[config.mk]
export PLATFORM = sky130hd
export DESIGN_NAME = fric_switch_arb
export DESIGN_NICKNAME = d
export VERILOG_FILES = /design/src/rtl/fric_switch_arb.sv
export SDC_FILE = /design/constraint.sdc
export NUM_CORES = 1
export LEC_CHECK = 0
export ABC_AREA = 1
export BUFFER_PORTS_ARGS = -buffer_cell sky130_fd_sc_hd__buf_2
export CAP_MARGIN = 20
export CORE_MARGIN = 2
export CORE_UTILIZATION = 35
export CTS_CLUSTER_SIZE = 25
export DETAILED_ROUTE_END_ITERATION = 10
export HOLD_SLACK_MARGIN = 0.1
export PLACE_DENSITY = 0.61
export SLEW_MARGIN = 20
export SYNTH_ARGS = -nofsm -noshare
export SYNTH_HDL_FRONTEND = slang
export SYNTH_SLANG_ARGS = --single-unit
[constraint.sdc]
create_clock -name clk -period 2.74 [get_ports clk]
set_input_delay 0.411 -clock clk [delete_from_list [all_inputs] [get_ports clk]]
set_output_delay 0.411 -clock clk [all_outputs]
set_load 0.01 [all_outputs]
[src/rtl/fric_switch_arb.sv]
// fric_switch_arb: per-output-port arbiter of the 8-port FRIC switch.
// Eight input ports share one output byte lane. The lane is granted for a
// whole packet at a time and handed out again in round-robin order. This
// block produces the switch mux select and the per-input ready signals.
// It does not carry the data bytes.
//
// Handshake: a byte moves from input gnt_idx to the output lane on every
// cycle where gnt_vld & vld[gnt_idx] & out_rdy are all high (xfer). in_rdy
// and out_vld are combinational views of that same condition. A sender
// must keep its byte stable until it sees in_rdy.
//
// Optional feature: define FRIC_SWITCH_ARB_TIMEOUT_EN to add a stall
// watchdog. The watchdog releases a grant after TIMEOUT_CYCLES consecutive
// granted cycles with no transfer, and pulses timeout when it does so.
// With the macro undefined the grant is held for as long as the stall
// lasts, and timeout is tied low.
module fric_switch_arb #(
  parameter int unsigned TIMEOUT_CYCLES = 256,
  parameter int unsigned TO_W           = 9
) (
  input  logic       clk,
  input  logic       rst,
  input  logic [7:0] req,
  input  logic [7:0] vld,
  input  logic [7:0] last,
  input  logic       out_rdy,
  output logic [7:0] gnt,
  output logic [2:0] gnt_idx,
  output logic       gnt_vld,
  output logic [7:0] in_rdy,
  output logic       out_vld,
  output logic       timeout
);

  typedef enum logic {
    IDLE = 1'b0,
    BUSY = 1'b1
  } state_t;

  state_t     state_q, state_d;
  logic [7:0] gnt_q, gnt_d;
  logic [2:0] gnt_idx_q, gnt_idx_d;
  logic       gnt_vld_q, gnt_vld_d;
  logic [2:0] rr_ptr_q, rr_ptr_d;
  logic       timeout_q, timeout_d;

  logic       xfer;
  logic       to_expire;
  logic       win_found;
  logic [2:0] win_idx;

  assign xfer = gnt_vld_q & vld[gnt_idx_q] & out_rdy;

  // Round-robin pick: the first requester found scanning from rr_ptr+1 upward, with the index wrapping at 8
  always_comb begin
    logic [2:0] cand;
    win_found = 1'b0;
    win_idx   = rr_ptr_q;
    cand      = rr_ptr_q;
    for (int k = 1; k <= 8; k++) begin
      cand = rr_ptr_q + 3'(k);
      if (!win_found && req[cand]) begin
        win_found = 1'b1;
        win_idx   = cand;
      end
    end
  end

`ifdef FRIC_SWITCH_ARB_TIMEOUT_EN
  logic [TO_W-1:0] to_cnt_q, to_cnt_d;

  assign to_expire = (state_q == BUSY) & ~xfer &
                     (to_cnt_q == TO_W'(TIMEOUT_CYCLES - 1));

  // Stall counter: cleared while idle, so each new grant starts from zero, and cleared again on every transfer
  always_comb begin
    to_cnt_d = to_cnt_q;
    if (state_q == IDLE) begin
      to_cnt_d = '0;
    end else if (xfer) begin
      to_cnt_d = '0;
    end else begin
      to_cnt_d = to_cnt_q + TO_W'(1);
    end
  end

  // Stall counter register
  always_ff @(posedge clk or posedge rst) begin
    if (rst) begin
      to_cnt_q <= '0;
    end else begin
      to_cnt_q <= to_cnt_d;
    end
  end
`else
  logic unused_cfg;
  assign unused_cfg = (TIMEOUT_CYCLES > 0) ^ (TO_W > 0);
  assign to_expire  = 1'b0;
`endif

  // Next state: a grant is given only from IDLE, and a grant is released on a last byte, on an abort or on a stall timeout
  always_comb begin
    state_d   = state_q;
    gnt_d     = gnt_q;
    gnt_idx_d = gnt_idx_q;
    gnt_vld_d = gnt_vld_q;
    rr_ptr_d  = rr_ptr_q;
    timeout_d = 1'b0;
    case (state_q)
      IDLE: begin
        if (win_found) begin
          state_d   = BUSY;
          gnt_d     = 8'b1 << win_idx;
          gnt_idx_d = win_idx;
          gnt_vld_d = 1'b1;
        end
      end
      BUSY: begin
        // An abort takes priority over a timeout, so a dropped request never pulses timeout
        if ((xfer & last[gnt_idx_q]) | ~req[gnt_idx_q]) begin
          state_d   = IDLE;
          gnt_d     = '0;
          gnt_vld_d = 1'b0;
          rr_ptr_d  = gnt_idx_q;
        end else if (to_expire) begin
          state_d   = IDLE;
          gnt_d     = '0;
          gnt_vld_d = 1'b0;
          rr_ptr_d  = gnt_idx_q;
          timeout_d = 1'b1;
        end
      end
      default: begin
        state_d   = IDLE;
        gnt_d     = '0;
        gnt_vld_d = 1'b0;
      end
    endcase
  end

  // State and grant registers
  always_ff @(posedge clk or posedge rst) begin
    if (rst) begin
      state_q   <= IDLE;
      gnt_q     <= '0;
      gnt_idx_q <= '0;
      gnt_vld_q <= 1'b0;
      rr_ptr_q  <= 3'd7;
      timeout_q <= 1'b0;
    end else begin
      state_q   <= state_d;
      gnt_q     <= gnt_d;
      gnt_idx_q <= gnt_idx_d;
      gnt_vld_q <= gnt_vld_d;
      rr_ptr_q  <= rr_ptr_d;
      timeout_q <= timeout_d;
    end
  end

  assign gnt     = gnt_q;
  assign gnt_idx = gnt_idx_q;
  assign gnt_vld = gnt_vld_q;
  assign in_rdy  = gnt_q & {8{out_rdy}};
  assign out_vld = gnt_vld_q & vld[gnt_idx_q];
  assign timeout = timeout_q;

  // Grant invariants: the grant is never multi-hot, and gnt_vld always matches it
  a_gnt_onehot0 : assert property (@(posedge clk) disable iff (rst) $onehot0(gnt_q));
  a_gnt_vld_eq  : assert property (@(posedge clk) disable iff (rst) gnt_vld_q == (|gnt_q));

endmodule

---- Word-level counts from Yosys, hierarchy flattened ----
Index checks and enable logic that the tools add are counted.
Widths: inputs -> output; s select.
word-level totals
  flip-flop bits (word level) ............. 16
  input port bits ......................... 27
  output and inout port bits .............. 22
  logic and storage cells ................. 95
cells by class
  add/sub/neg operators ................... 7
  $lt $le $gt $ge ......................... 9
  eq/ne operators ......................... 2
  shift-type cells ........................ 1
  multiplexer cells ....................... 47
  bitwise logic cells ..................... 7
  reduce and logical (&&, ||, !) cells .... 17
operators by type and width
  kind                 count
  $lt 3x4->1 const B   9
  $bmux 1 s3           11
  $mux 3               8
  $mux 1               23
  $mux 8               2
  $pmux 8 s2           1
  $add 3x3->3 const B  4
  $and 8x8->8          1
  $shl 1x3->8 const A  1
  $logic_and 1x1->1    7
  $logic_not 1->1      7
  $add 3x2->3 const B  2
  $reduce_and 2->1     3
  $pmux 1 s2           2
  $add 3x1->3 const B  1
  $and 1x1->1          3
  $ne 2x1->1 const B   1
  $ne 2x2->1 const B   1
  $not 1->1            2
  $or 1x1->1           1

---- Longest topological paths before layout ----
  word-level depth ........................ 28
  gate-level depth with buffers ........... 17
  gate-level depth less buffers ........... 16

---- Worst setup path after synthesis ----
No wires, ideal clock.
  kind .................................... register -> register
  from .................................... register rr_ptr_q[1]
  to ...................................... register gnt_q[2] (netlist: gnt[2])
  library setup time ...................... 0.124 ns
  arrival time ............................ 2.393 ns
  required time ........................... 2.616 ns
  path slack .............................. 0.224 ns
  cell stages (with the launch flop) ...... 18
  buffers on the path ..................... 1
  period minus slack after synthesis ...... 2.516 ns
  path through ............................ dfstp_2 -> buf_4 -> inv_2 -> ha_1 -> inv_1 -> nand3_2 -> nand3_2 -> nand2_4 -> nor2_8 -> nand4_4 -> nor2_4 -> nand2_2 -> nand2_1 -> inv_2 -> nand2_2 -> nand2_2 -> nand2_1 -> o21bai_2
on the way
  longest elaborated chain between the ends .. 28
  elaborated cells on any way between the ends .. 58
RTL lines
  what                          RTL line  source
  from (decl)                   44        logic [2:0] rr_ptr_q, rr_ptr_d;
  from (signal assigned)        155       rr_ptr_q <= rr_ptr_d;
  $add 3x1->3                   61        cand = rr_ptr_q + 3'(k);
  $bmux 1 s3                    62        if (!win_found && req[cand]) begin
  $mux 1 (not written as such)  62
  $mux 1                        62
  $logic_not 1->1               62
  $logic_and 1x1->1             62
  $mux 1                        62
  $logic_not 1->1               62
  [12 not listed]               -
  $logic_and 1x1->1             62
  $mux 1                        62
  $logic_not 1->1               62
  $logic_and 1x1->1             62
  $mux 3                        62
  $shl 1x3->8                   113       gnt_d = 8'b1 << win_idx;
  $mux 8                        111       if (win_found) begin
  $pmux 8 s2                    109       case (state_q)
  to (signal assigned)          152       gnt_q <= gnt_d;
  to (decl)                     41        logic [7:0] gnt_q, gnt_d;
Parallel ways exist; a longest one is shown, timed or not. The select of a mux whose other input is x is not followed.
A chain may end at the register's enable or synchronous reset.

---- Final worst setup path ----
  from .................................... register rr_ptr_q[1]
  to ...................................... register gnt_q[6] (netlist: gnt[6])
The elaborated chain is that of the path after synthesis.

==> results.tsv <==
metric	value	unit
library cell with the highest instance count after synthesis	sky130_fd_sc_hd__nand2_1	
per-cell routed wire length	11.7	µm
initial antenna violation count	0	
via density per instance	4.84	
area of the mapped netlist	0.00177	mm²
Slowest-stage cell, CP	sky130_fd_sc_hd__dfstp_2	
warnings from Yosys	0	
dpl cell area	0.00208	mm²
top-level port count	49	
final clock period utilization by the worst path	90.2	%
Final Hold Violating Endpoints	0	
effective utilization at floorplan	36.8	%
TritonRoute pass-1 iters	4	
die outline height	75.2	µm
share of async-settable or async-resettable flops after synthesis	100	%
maximum number of pins on one net before global-route repair	17	
total negative setup slack	0	ps
GRT overflow	0	
fill cell total of the finished layout	513	
later-pin clock latency in the skew report	250	ps
min Tclk post-route	2470	ps
sequential cell area fraction in the yosys report	22.8	%
DRC errors left	0	
first-pass GRT wire length	7730	µm
primary flip-flop cell chosen by synthesis mapping	sky130_fd_sc_hd__dfrtp_1	
Num Clock Sinks	16	
largest voltage drop on the vdd net	700	µV
final antenna diode count	0	
via count of the first global-routing pass	1691	
leakage power	1.19	nW
CTS buffer count	3	
number of standard cells after synthesis	277	
Iter 0 DRT Violations	101	
clock root cell	sky130_fd_sc_hd__clkbuf_8	
final routed wirelength across all metal layers	4590	µm
slew at the pin with the worst max-slew slack	615	ps
critical path endpoint category	flop	
fraction of post-synthesis cell area in the top cell type by area	18.3	%
longest individual stage delay on the worst path	530	ps
crit path launch type	flop	
cell area after layout	0.00214	mm²
Vias	1901	
maximum clock skew at final layout	2.64	ps
cell internal pwr	1.34	mW
buffer depth of the longest clock path	2	
PortBufs	47	
total power per unit cell area	1540	mW/mm²
H-tree levels	1	
overall track demand over capacity in global routing	17.5	%
clock-pin transition on the worst setup and hold timing paths	60	ps
category of the most critical setup path	flop to flop	
Slew headroom	59.0	%
internal reg-to-reg setup slack	270	ps
leading area contributor after synthesis	sky130_fd_sc_hd__dfrtp_1	
share of power burned in the clock network	6.3	%
net count after synthesis	306	
CTS tree	done	
total die area	0.00565	mm²
synth cell count leaders	83 x sky130_fd_sc_hd__nand2_1, 31 x sky130_fd_sc_hd__inv_1, 30 x sky130_fd_sc_hd__nand3_1	
Flop pwr share	12.6	%
# Max-Cap Violations	0	
count of distinct cell types in the synthesized netlist	34	
outcome	completed	
biggest fanout along the worst timing path	7	
upper clock frequency limit	405	MHz
post-detail-place hpwl	3810	µm
area of the core region	0.00482	mm²
Layout area overhead	20.7	%
CP most frequent cell	sky130_fd_sc_hd__nand2_2	
number of flops mapped to enable cells by yosys	0	
post-synthesis register bit count	16	
final net count	356	
WP data arrival	2610	ps
largest cells by area after synthesis	sky130_fd_sc_hd__dfrtp_1 18%, sky130_fd_sc_hd__nand2_1 18%, sky130_fd_sc_hd__nand3_1 8.5%, sky130_fd_sc_hd__inv_1 6.6%, sky130_fd_sc_hd__nand3_2 6.2%	
Worst path top cell family by delay	simple AND/OR/NAND/NOR gates	
average cell area after synthesis	6.40	µm²
DRT antenna net count	0	
number of setup buffers added after CTS	0	
switch share	59.2	%
Critical Path RT	2870	ps
combinational cell fraction of total power	81.1	%
NetSw	1.95	mW
unrepaired setup endpoints after global routing	false	
type of the most critical hold path	input pin to async pin	
number of placement rows	25	
die width	75.2	µm
share of post-route cells with drive strength above 1	33.1	%
cells along the critical path	inv_2, ha_2, nand3_1, nand3_2, nand2_4, nor2_8, nand4_4, nor2_4, nand2_2, nand2_1, inv_2, nand2_2, nand2_2, nand2_1, o21ai_1	
final-report setup violation count	0	
Max Transition Viols Final	0	
routability congestion estimate	0.847	
CP bufs+invs	2	
## power groups by stage
| stage | Clock (mW) | Combinational, mW | Sequential [mW] |
|---|---|---|---|
| floorplan | 0 | 2.08 | 0.417 |
| global placement | 0 | 2.65 | 0.420 |
| detailed placement | 0 | 2.65 | 0.418 |
| CTS | 0.211 | 2.66 | 0.415 |
| global route | 0.220 | 3.01 | 0.427 |
| finish | 0.208 | 2.66 | 0.414 |
## sequential cells by signal, indices dropped and copies added (netlist names)
signal,flops
gnt,8
gnt_vld,1
rr_ptr_q,3
state_q,1
gnt_idx,3
## logic make-up after synthesis
kind of cell,after synthesis,share of synthesized area (%)
AND/OR/NAND/NOR,171,48.6
buffers and inverters,45,10.9
AO/OA/AOI/OAI,39,13.8
flip-flops,16,22.8
XOR/XNOR,3,2.33
adder cells (fa/ha/maj),2,1.41
other,1,0.212
## area by class of cell
type	instances	area, µm²	area share (%)
Tap cell	67	83.8	3.92
Timing Repair Buffer	53	280	13.1
Sequential cell	16	404	18.9
Inverter	37	139	6.49
Multi-Input combinational cell	216	1180	55.1
Clock buffer	4	55.1	2.57
## final timing paths
check	startpoint	to	depth (start not counted)
max in group asynchronous	rst	gnt_vld	2
worst max register to register	rr_ptr_q[1]	gnt[6]	15
worst min register to register	gnt[4]	gnt[4]	2
worst max-delay path	rr_ptr_q[1]	gnt[6]	15
worst min-delay path	rst	gnt[6]	2
min in group clk	gnt[4]	gnt[4]	2
## layer usage
| layer | vias up | wire length (µm) | share of wire (%) | global-route usage [%] |
|---|---|---|---|---|
| met4 | 0 | 34 | 0.74 | 3.51 |
| met5 | - | 0 | 0 | 0 |
| met3 | 5 | 223 | 4.9 | 1.20 |
| li1 | 988 | - | - | - |
| met2 | 56 | 2120 | 46 | 28.9 |
| met1 | 852 | 2210 | 48 | 25.2 |
## worst register-to-register path, stage by stage, from the launching register on
cell and delay, ps:
sky130_fd_sc_hd__dfstp_2 530, sky130_fd_sc_hd__inv_2 70, sky130_fd_sc_hd__ha_2 410, sky130_fd_sc_hd__nand3_1 150
sky130_fd_sc_hd__nand3_2 140, sky130_fd_sc_hd__nand2_4 90, sky130_fd_sc_hd__nor2_8 160, sky130_fd_sc_hd__nand4_4 140
sky130_fd_sc_hd__nor2_4 130, sky130_fd_sc_hd__nand2_2 80, sky130_fd_sc_hd__nand2_1 80, sky130_fd_sc_hd__inv_2 40
sky130_fd_sc_hd__nand2_2 90, sky130_fd_sc_hd__nand2_2 80, sky130_fd_sc_hd__nand2_1 100, sky130_fd_sc_hd__o21ai_1 90
## layout by cell type, fill, tap and decap left out, types with 4 or more instances in the layout
cell	synthesis	layout
sky130_fd_sc_hd__nand4_1	4	4
sky130_fd_sc_hd__inv_2	6	7
sky130_fd_sc_hd__inv_1	31	30
sky130_fd_sc_hd__buf_2	1	47
sky130_fd_sc_hd__clkbuf_8	0	4
sky130_fd_sc_hd__nand3_1	30	30
sky130_fd_sc_hd__buf_4	4	6
sky130_fd_sc_hd__o21ai_0	20	20
sky130_fd_sc_hd__dfrtp_1	13	13
sky130_fd_sc_hd__nand2_2	16	16
sky130_fd_sc_hd__nand2_1	83	83
sky130_fd_sc_hd__nor2_1	21	21
sky130_fd_sc_hd__nand3_2	11	11
sky130_fd_sc_hd__o21bai_2	4	4
sky130_fd_sc_hd__o21ai_1	5	5
## what timing repair did
item | CTS | global route
hold buffers | 0 | 0
setup endpoints to repair | 0 | 9
resized for setup | 0 | 2
## through the flow
stage	std cells	power [mW]	hold WS, ps	util [%]	setup slack (ps)
final	393	3.29	225	44.4	269
after global routing	393	3.66	287	44.4	30.2
after CTS	393	3.29	236	44.4	162
after detailed placement	389	3.07	502	43.2	174
after global placement	389	3.07	510	43.2	213
after floorplan	277	2.49	323	-	224
Note: power is estimated with default switching activity, not from simulation.
